**src/rtl/frame_buffer_arbiter_if.sv**
```systemverilog
// Frame buffer arbiter bus bundle: display read port, edge-pixel write port,
// single-ported SPRAM port and the stall statistic.
// slave  : arbiter side
// master : client / memory side
interface frame_buffer_arbiter_if #(
    parameter int ADDR_W = 19,
    parameter int DATA_W = 2
);
    // display read port
    logic              rdReq;
    logic [ADDR_W-1:0] rdAddr;
    logic              rdGnt;
    logic [DATA_W-1:0] rdData;
    logic              rdDataValid;
    // edge-pixel write port
    logic              wrValid;
    logic [ADDR_W-1:0] wrAddr;
    logic [DATA_W-1:0] wrData;
    logic              wrReady;
    // SPRAM port
    logic [ADDR_W-1:0] memAddr;
    logic [DATA_W-1:0] memWData;
    logic              memWe;
    logic [DATA_W-1:0] memRData;
    // statistics
    logic [15:0]       statStall;

    modport slave (
        input  rdReq, rdAddr, wrValid, wrAddr, wrData, memRData,
        output rdGnt, rdData, rdDataValid, wrReady, memAddr, memWData, memWe, statStall
    );

    modport master (
        output rdReq, rdAddr, wrValid, wrAddr, wrData, memRData,
        input  rdGnt, rdData, rdDataValid, wrReady, memAddr, memWData, memWe, statStall
    );
endinterface

```
**src/rtl/frame_buffer_arbiter.sv**
```systemverilog
// Frame buffer arbiter: shares one SPRAM port between display reads (priority)
// and buffered edge-pixel writes. Reads may run for at most MAX_READ_RUN grants
// while writes wait, after which one write is forced in.
// Optional feature macro: ARB_STATS_EN (read-stall cycle counter on statStall).
module frame_buffer_arbiter #(
    parameter int ADDR_W       = 19,
    parameter int DATA_W       = 2,
    parameter int FIFO_DEPTH   = 4,
    parameter int MAX_READ_RUN = 8
) (
    input  logic mainClk,
    input  logic nreset,
    frame_buffer_arbiter_if.slave bus
);

    localparam int PTR_W = $clog2(FIFO_DEPTH);
    localparam int CNT_W = $clog2(FIFO_DEPTH + 1);
    localparam int RUN_W = $clog2(MAX_READ_RUN + 1);

    typedef enum logic [1:0] {IDLE, READ_RUN, FORCE_WR} state_t;

    state_t            state_q, state_d;
    logic [RUN_W-1:0]  run_q, run_d;
    logic [CNT_W-1:0]  cnt_q, cnt_d;
    logic [PTR_W-1:0]  wr_ptr_q, rd_ptr_q;
    logic              rd_vld_q;
    logic [ADDR_W-1:0] fifo_addr_q [FIFO_DEPTH];
    logic [DATA_W-1:0] fifo_data_q [FIFO_DEPTH];

    logic full, empty, push, pop, gnt;

    // Occupancy comes from registers only: a pop never frees a slot for the
    // same cycle, and a fresh push is never visible to the SPRAM side yet.
    assign full  = (cnt_q == CNT_W'(FIFO_DEPTH));
    assign empty = (cnt_q == '0);
    assign push  = bus.wrValid && !full;

    // Arbitration: choose this cycle's SPRAM access and the next state.
    always_comb begin
        state_d = state_q;
        run_d   = run_q;
        gnt     = 1'b0;
        pop     = 1'b0;
        if (nreset) begin
            unique case (state_q)
                IDLE: begin
                    if (bus.rdReq) begin
                        gnt     = 1'b1;
                        run_d   = RUN_W'(1);
                        state_d = READ_RUN;
                    end else begin
                        run_d = '0;
                        pop   = !empty;
                    end
                end
                READ_RUN: begin
                    if (!bus.rdReq) begin
                        state_d = IDLE;
                        run_d   = '0;
                        pop     = !empty;
                    end else if (empty || run_q < RUN_W'(MAX_READ_RUN)) begin
                        gnt   = 1'b1;
                        run_d = (run_q < RUN_W'(MAX_READ_RUN)) ? run_q + RUN_W'(1) : run_q;
                    end else begin
                        state_d = FORCE_WR;
                        run_d   = '0;
                    end
                end
                FORCE_WR: begin
                    pop     = !empty;
                    run_d   = '0;
                    state_d = IDLE;
                end
                default: begin
                    state_d = IDLE;
                    run_d   = '0;
                end
            endcase
        end
        cnt_d = cnt_q + CNT_W'(push) - CNT_W'(pop);
        // The grant that uses up the read budget hands the very next slot to a
        // waiting write, so a saturated read stream yields one write per
        // MAX_READ_RUN+1 cycles without an extra idle cycle.
        if (gnt && run_d == RUN_W'(MAX_READ_RUN) && cnt_d != '0)
            state_d = FORCE_WR;
    end

    // FSM, run counter, FIFO pointers/occupancy and read-data-valid pipeline.
    always_ff @(posedge mainClk or negedge nreset) begin
        if (!nreset) begin
            state_q  <= IDLE;
            run_q    <= '0;
            cnt_q    <= '0;
            wr_ptr_q <= '0;
            rd_ptr_q <= '0;
            rd_vld_q <= 1'b0;
        end else begin
            state_q  <= state_d;
            run_q    <= run_d;
            cnt_q    <= cnt_d;
            rd_vld_q <= gnt;
            if (push) wr_ptr_q <= wr_ptr_q + PTR_W'(1);
            if (pop)  rd_ptr_q <= rd_ptr_q + PTR_W'(1);
        end
    end

    // Write-buffer storage; contents are meaningless once the pointers reset.
    always_ff @(posedge mainClk) begin
        if (push) begin
            fifo_addr_q[wr_ptr_q] <= bus.wrAddr;
            fifo_data_q[wr_ptr_q] <= bus.wrData;
        end
    end

    assign bus.rdGnt       = gnt;
    assign bus.wrReady     = !full;
    assign bus.memWe       = pop;
    assign bus.memAddr     = gnt ? bus.rdAddr : (pop ? fifo_addr_q[rd_ptr_q] : '0);
    assign bus.memWData    = pop ? fifo_data_q[rd_ptr_q] : '0;
    assign bus.rdDataValid = rd_vld_q;
    assign bus.rdData      = rd_vld_q ? bus.memRData : '0;

`ifdef ARB_STATS_EN
    logic [15:0] stall_q;

    // Count cycles where the display asked and was refused; sticks at max.
    always_ff @(posedge mainClk or negedge nreset) begin
        if (!nreset)
            stall_q <= '0;
        else if (bus.rdReq && !gnt && stall_q != 16'hFFFF)
            stall_q <= stall_q + 16'd1;
    end

    assign bus.statStall = stall_q;
`else
    assign bus.statStall = '0;
`endif

endmodule

```
**src/flat_wrapper.sv**
```systemverilog
// flat-port wrapper written by rule: the top's interface ports become plain ports
module frame_buffer_arbiter_flat 
#(
    parameter int ADDR_W       = 19,
    parameter int DATA_W       = 2,
    parameter int FIFO_DEPTH   = 4,
    parameter int MAX_READ_RUN = 8
)
  (mainClk, nreset, bus_rdReq, bus_rdAddr, bus_wrValid, bus_wrAddr, bus_wrData, bus_memRData, bus_rdGnt, bus_rdData, bus_rdDataValid, bus_wrReady, bus_memAddr, bus_memWData, bus_memWe, bus_statStall);
  frame_buffer_arbiter_if #(.ADDR_W(ADDR_W), .DATA_W(DATA_W)) bus_i ();
  input  logic mainClk;
  input  logic nreset;
  input wire logic [$bits(bus_i.rdReq)-1:0] bus_rdReq;
  input wire logic [$bits(bus_i.rdAddr)-1:0] bus_rdAddr;
  input wire logic [$bits(bus_i.wrValid)-1:0] bus_wrValid;
  input wire logic [$bits(bus_i.wrAddr)-1:0] bus_wrAddr;
  input wire logic [$bits(bus_i.wrData)-1:0] bus_wrData;
  input wire logic [$bits(bus_i.memRData)-1:0] bus_memRData;
  output wire logic [$bits(bus_i.rdGnt)-1:0] bus_rdGnt;
  output wire logic [$bits(bus_i.rdData)-1:0] bus_rdData;
  output wire logic [$bits(bus_i.rdDataValid)-1:0] bus_rdDataValid;
  output wire logic [$bits(bus_i.wrReady)-1:0] bus_wrReady;
  output wire logic [$bits(bus_i.memAddr)-1:0] bus_memAddr;
  output wire logic [$bits(bus_i.memWData)-1:0] bus_memWData;
  output wire logic [$bits(bus_i.memWe)-1:0] bus_memWe;
  output wire logic [$bits(bus_i.statStall)-1:0] bus_statStall;
  assign bus_i.rdReq = bus_rdReq;
  assign bus_i.rdAddr = bus_rdAddr;
  assign bus_i.wrValid = bus_wrValid;
  assign bus_i.wrAddr = bus_wrAddr;
  assign bus_i.wrData = bus_wrData;
  assign bus_i.memRData = bus_memRData;
  assign bus_rdGnt = bus_i.rdGnt;
  assign bus_rdData = bus_i.rdData;
  assign bus_rdDataValid = bus_i.rdDataValid;
  assign bus_wrReady = bus_i.wrReady;
  assign bus_memAddr = bus_i.memAddr;
  assign bus_memWData = bus_i.memWData;
  assign bus_memWe = bus_i.memWe;
  assign bus_statStall = bus_i.statStall;
  frame_buffer_arbiter #(.ADDR_W(ADDR_W), .DATA_W(DATA_W), .FIFO_DEPTH(FIFO_DEPTH), .MAX_READ_RUN(MAX_READ_RUN)) u_core (.mainClk(mainClk), .nreset(nreset), .bus(bus_i));
endmodule
```
**config.mk**
```make
export PLATFORM = sky130hd
export DESIGN_NAME = frame_buffer_arbiter_flat
export DESIGN_NICKNAME = d
export VERILOG_FILES = /design/src/rtl/frame_buffer_arbiter_if.sv /design/src/rtl/frame_buffer_arbiter.sv /design/src/flat_wrapper.sv
export SDC_FILE = /design/constraint.sdc
export NUM_CORES = 1
export LEC_CHECK = 0
export BUFFER_PORTS_ARGS = -buffer_cell sky130_fd_sc_hd__buf_4
export CORE_MARGIN = 2
export CORE_UTILIZATION = 45
export CTS_BUF_LIST = sky130_fd_sc_hd__clkbuf_8
export CTS_CLUSTER_DIAMETER = 60
export CTS_CLUSTER_SIZE = 28
export DETAILED_ROUTE_END_ITERATION = 12
export GPL_ROUTABILITY_DRIVEN = 1
export PLACE_DENSITY = 0.68
export SLEW_MARGIN = 20
export SYNTH_ARGS = -nofsm -noshare
export SYNTH_HDL_FRONTEND = slang
export SYNTH_SLANG_ARGS = --single-unit
```
**constraint.sdc**
```tcl
create_clock -name mainClk -period 4.6 [get_ports mainClk]
set_clock_uncertainty 0.2 [all_clocks]
set_input_delay 0.46 -clock mainClk [delete_from_list [all_inputs] [get_ports mainClk]]
set_output_delay 0.46 -clock mainClk [all_outputs]
set_load 0.05 [all_outputs]
```
# Word level (Yosys, flattened, before mapping)
# Memory sizes are Yosys's and may differ from the RTL's.
# Cells that the tools add are included.
dict set report word_totals {
  output_inout_bits 43
  mem_bits_rw 84
  ff_bits 14
  mem_bits_ro 0
  n_memories 2
  input_bits 46
  latchBits 0
}
dict set report classes {
  shifts 0
  n_bitwise 0
  order_cmp 1
  eq_ne 6
  multipliers 0
  mux 26
  div 0
  add_sub_neg 5
  n_reduce_logical 12
}
# memory depth width read_ports rd_clocked_by_memory_dff write_ports line_no
set memory_table {}
lappend memory_table {u_core.fifo_addr_q 4 19 1 0 1 frame_buffer_arbiter.sv:27} ;# logic [ADDR_W-1:0] fifo_addr_q [FIFO_DEPTH];
lappend memory_table {u_core.fifo_data_q 4 2 1 0 1 frame_buffer_arbiter.sv:28} ;# logic [DATA_W-1:0] fifo_data_q [FIFO_DEPTH];
# operator n
set ops {}
lappend ops {{$mux 19} 2}
lappend ops {{$mux 4} 4}
lappend ops {{$mux 2} 7}
lappend ops {{$mux 1} 9}
lappend ops {{$pmux 4 s2} 1}
lappend ops {{$add 2x1->2 const B} 2}
lappend ops {{$add 4x1->4 const B} 1}
lappend ops {{$eq 4x4->1 const B} 1}
lappend ops {{$lt 4x4->1 const B} 1}
lappend ops {{$ne 4x4->1 const B} 1}
lappend ops {{$pmux 1 s2} 2}
lappend ops {{$pmux 2 s2} 1}
lappend ops {{$add 3x1->3} 1}
lappend ops {{$eq 3x3->1 const B} 1}
lappend ops {{$logic_and 1x1->1} 3}
lappend ops {{$logic_not 3->1} 1}
lappend ops {{$ne 3x2->1 const B} 1}
lappend ops {{$reduce_and 3->1} 1}
lappend ops {{$reduce_bool 3->1} 1}
lappend ops {{$sub 3x1->3} 1}
lappend ops {{$eq 2x1->1 const B} 1}
lappend ops {{$eq 2x2->1 const B} 1}
lappend ops {{$logic_not 1->1} 2}
lappend ops {{$logic_not 2->1} 1}
lappend ops {{3 further kinds} 3}

# Longest topological paths before layout
dict set report logic_depth {
  ltp_word 11
  ltp_mapped 12
}

# Worst setup path before layout
# Ideal clock, no wire load.
dict set report synth_timing {
  kind {reg-to-reg}
  from {register u_core.cnt_q[2]}
  to {register u_core.state_q[0]}
  slack_ns 1.194
  arrival_ns 3.086
  required_time_ns 4.280
  n_path_buf 2
  stages_incl_launch_ff 13
  path_cell_list {dfrtp_1 or3_1 and3_1 clkbuf_1 buf_2 ha_1 inv_1 ha_1 fa_1 xnor3_1 o311ai_2 a2111o_1 a31o_1}
}
# element line_no
set synth_lines {}
lappend synth_lines {{start: declaration} frame_buffer_arbiter.sv:24} ;# logic [CNT_W-1:0] cnt_q, cnt_d;
lappend synth_lines {{start signal: assignment} frame_buffer_arbiter.sv:100} ;# cnt_q <= cnt_d;
lappend synth_lines {{$logic_not 3->1 (*)} frame_buffer_arbiter.sv:35} ;# assign empty = (cnt_q == '0);
lappend synth_lines {{$logic_not 1->1 (*)} {frame_buffer_arbiter.sv:53, frame_buffer_arbiter.sv:60, frame_buffer_arbiter.sv:70}}
lappend synth_lines {{$mux 1} {frame_buffer_arbiter.sv:47, frame_buffer_arbiter.sv:57}}
lappend synth_lines {{$pmux 1 s2 (*)} frame_buffer_arbiter.sv:45} ;# unique case (state_q)
lappend synth_lines {{$mux 1 (*)} frame_buffer_arbiter.sv:44} ;# if (nreset) begin
lappend synth_lines {{via bus_memWe} flat_wrapper.sv:25} ;# output wire logic [$bits(bus_i.memWe)-1:0] bus_memWe;
lappend synth_lines {{$sub 3x1->3 (*)} frame_buffer_arbiter.sv:80} ;# cnt_d = cnt_q + CNT_W'(push) - CNT_W'(pop);
lappend synth_lines {{via u_core.cnt_d[2]} frame_buffer_arbiter.sv:24}
lappend synth_lines {{$reduce_bool 3->1 (*)} frame_buffer_arbiter.sv:84} ;# if (gnt && run_d == RUN_W'(MAX_READ_RUN) && cnt_d != '0)
lappend synth_lines {{$logic_and 1x1->1 (*)} frame_buffer_arbiter.sv:84}
lappend synth_lines {{$ne 4x4->1 (no line), or another cell as far along} -}
lappend synth_lines {{$reduce_and 3->1 (no line)} -}
lappend synth_lines {{end signal: assignment} frame_buffer_arbiter.sv:98} ;# state_q <= state_d;
lappend synth_lines {{end: declaration} frame_buffer_arbiter.sv:22} ;# state_t state_q, state_d;
# Mark *: on every way through the listed nets, which the timed path passes. The rest lies on a longest branch.
# A chain may end at the register's enable or synchronous reset.

# Worst setup path in the final report
dict set report layout_timing {
  from {input nreset}
  to {output bus_memAddr[10]}
}
dict set report layout_via {
  elab_chain_cells 3
}
# element line_no
set layout_lines {}
lappend layout_lines {{start: declaration} flat_wrapper.sv:12} ;# input logic nreset;
lappend layout_lines {{$mux 1} frame_buffer_arbiter.sv:44}
lappend layout_lines {{$mux 19} frame_buffer_arbiter.sv:118} ;# assign bus.memAddr = gnt ? bus.rdAddr : (pop ? fifo_addr_q[rd_ptr_q] : '0);
lappend layout_lines {{$mux 19 (*)} frame_buffer_arbiter.sv:118}
lappend layout_lines {{end: declaration} flat_wrapper.sv:23} ;# output wire logic [$bits(bus_i.memAddr)-1:0] bus_memAddr;
# Every way passes the cells marked *; elsewhere a longest branch is shown, timed or not.

==> reports/summary.txt <==
Max Freq = 307 MHz
Library cells used by synthesis = 44
Worst Tran Pin Value = 1.08 ns
PortBufs = 72
Clock Latency Late Sink = 0.35 ns
Number of global-route vias before repair = 2249
Max_slew headroom = 28.3%
Critical path class = input pin to output pin
Post-layout nets = 365
FP Rows = 35
Starting DRT DRC Count = 83
Root Buffer = clkbuf_8
First-pass GRT wire length = 12.2 mm
CTS H-tree lvls = 3
Pwr Density = 557 nW/µm²
Seq/Total Area, Yosys = 67.8%
GRT Overall Usage = 16.3%
Final worst path period need = 3.26 ns
Tcrit/Tclk final = 70.9%
Post-synth top cells = edfxtp_1, a22o_1, mux4_2, buf_4, dfrtp_1
Vias per cell = 5.39
Clock transition at the registers of the reported paths = 0.10 ns
Setup TNS = 0 ns
Total grt overflow = 0
Max-cap viol count = 0
Sink Count = 98
Peak VDD IR = 381 µV
Layout cells sized above 1 = 38.1%
Ant diodes = 0
Yosys top cell area share = 59.5%
WP data arrival = 2.60 ns
Post-DP Area = 4850 µm²
Core area = 9200 µm²
Mean post-synth cell area = 18.0 µm²
Post-DRT Antenna Nets = 0
Ys Warns = 0
Yosys reg bits = 98
Synth area leaders = edfxtp_1, mux4_2, dfrtp_1
Initial core utilization = 46.1%
CTS hold repair buffers = 1
Die Wd = 101 µm
Vias = 2295
Fin. Hold Viols = 0
Cell area after synthesis = 4240 µm²
Final core utilization = 54.9%
Number of synthesized flops with an enable pin = 84
Top-count cell post-synth = edfxtp_1
Area grow syn2layout = 19.1%
Hold_sp = bus_wrAddr[4]
CTS resizes = 0
Hold Path Class = input pin to flop
Gpl congestion = 0.763
CTS buffer count = 9
R2r startpoint = u_core.cnt_q[2]
Final instance area = 5050 µm²
Post-CTS setup buffers = 0
Status = completed
Max Slew Vio Count = 0
DR DRC count = 0
Largest net degree at the start of global routing = 26
DIE AREA = 10200 µm²
DP Wirelength = 5.00 mm
Critical path peak fanout = 25
Top Ports = 89
Antenna violations before repair = 0
Most used flip-flop cell after synthesis = edfxtp_1
Die Y = 101 µm
CP Capture Type = output pin
Start point of the critical path = nreset
FFs w/ async S/R, synth = 14.3%
Routed length per instance = 18.5 µm
Data required, critical path = 3.94 ns
P_leak = 1.94 nW
RSZ-0062 raised after global routing = no
Final setup violation count = 0
Pre-antenna DRT Iters = 4
Startpoint Class = input pin
Synthesized instance count = 235
Buffer depth of the longest clock path = 2
Final WL = 7.89 mm
CTS tree = built
Yosys top cell by area = edfxtp_1
registers in the layout (all words and copies together), names as in the netlist:
signal and flops:
u_core.bus.rdDataValid 1, u_core.cnt_q 3, u_core.fifo_addr_q 76, u_core.fifo_data_q 8, u_core.rd_ptr_q 2, u_core.run_q 4
u_core.state_q 2, u_core.wr_ptr_q 2
routing by layer:
layer	wire (µm)	global-route usage, %	vias to the layer above
met5	0	0	-
met2	3900	26.5	65
met1	3590	22.3	1162
met4	83	4.05	0
li1	-	-	1058
met3	323	3.68	10
cells in the final DEF (no fill, tap or decap), types with 3 or more instances in the layout:
master and instances:
and2_1 4, nor2_1 3, mux4_2 21, dfrtp_1 13, clkbuf_8 9, edfxtp_1 84, a22o_1 21, and3_1 6
conb_1 16, inv_1 7, nand3b_1 3, o21ai_0 4, buf_4 77, ha_1 7
cells by family after synthesis:
| group | synth area share [%] |
|---|---|
| flip-flops | 67.8 |
| AO/OA/AOI/OAI | 7.32 |
| buffers and inverters | 4.78 |
| AND/OR/NAND/NOR | 4.66 |
| multiplexers | 11.7 |
| adder cells (fa/ha/maj) | 2.54 |
| XOR/XNOR | 1.15 |
| other | 0.0885 |
through the flow:
step           hold slack, ns  power [mW]  setup WS, ns  instances
6_report               0.0981        2.81          1.34        426
5_1_grt                0.0799        2.96          1.20        426
4_1_cts                0.0807        2.85          1.32        426
3_5_place_dp            0.155        2.31          1.47        410
3_3_place_gp            0.152        2.28          1.54        410
2_1_floorplan         -0.0356        2.02          1.19        250
path summary, 6_finish.rpt:
kind / slack, ns / cells after the start / to
worst min-delay path: 0.1 / 1 / u_core.fifo_addr_q[1][4]
min in group asynchronous: 0.32 / 2 / u_core.run_q[0]
worst min register to register: 0.37 / 1 / u_core.run_q[1]
max in group asynchronous: 3.64 / 2 / u_core.rd_ptr_q[0]
worst max-delay path: 1.34 / 6 / bus_memAddr[10]
worst max register to register: 1.46 / 10 / u_core.state_q[0]
critical path, stage by stage:
cell and delay [ns]:
dlygate4sd3_1 0.53, buf_4 0.28, nand3b_1 0.24, a21oi_4 0.62
a22o_1 0.26, buf_4 0.19
where the power goes:
part | switching, mW | leakage [nW] | internal [mW]
clock network | 0.283 | 0.0894 | 0.249
logic | 0.520 | 0.903 | 0.421
registers | 0.168 | 0.944 | 1.17
total | 0.971 | 1.94 | 1.84
cell type report:
type / instances / area (µm²)
multi-input cells: 117 / 1230
repair buffers: 78 / 588
clock buffers: 9 / 124
well taps: 111 / 139
clock inverters: 6 / 66.3
fillers: 735 / 4150
flip-flops and latches: 98 / 2870
inverters: 7 / 26.3
No activity file was read; power rests on OpenSTA's default activity.
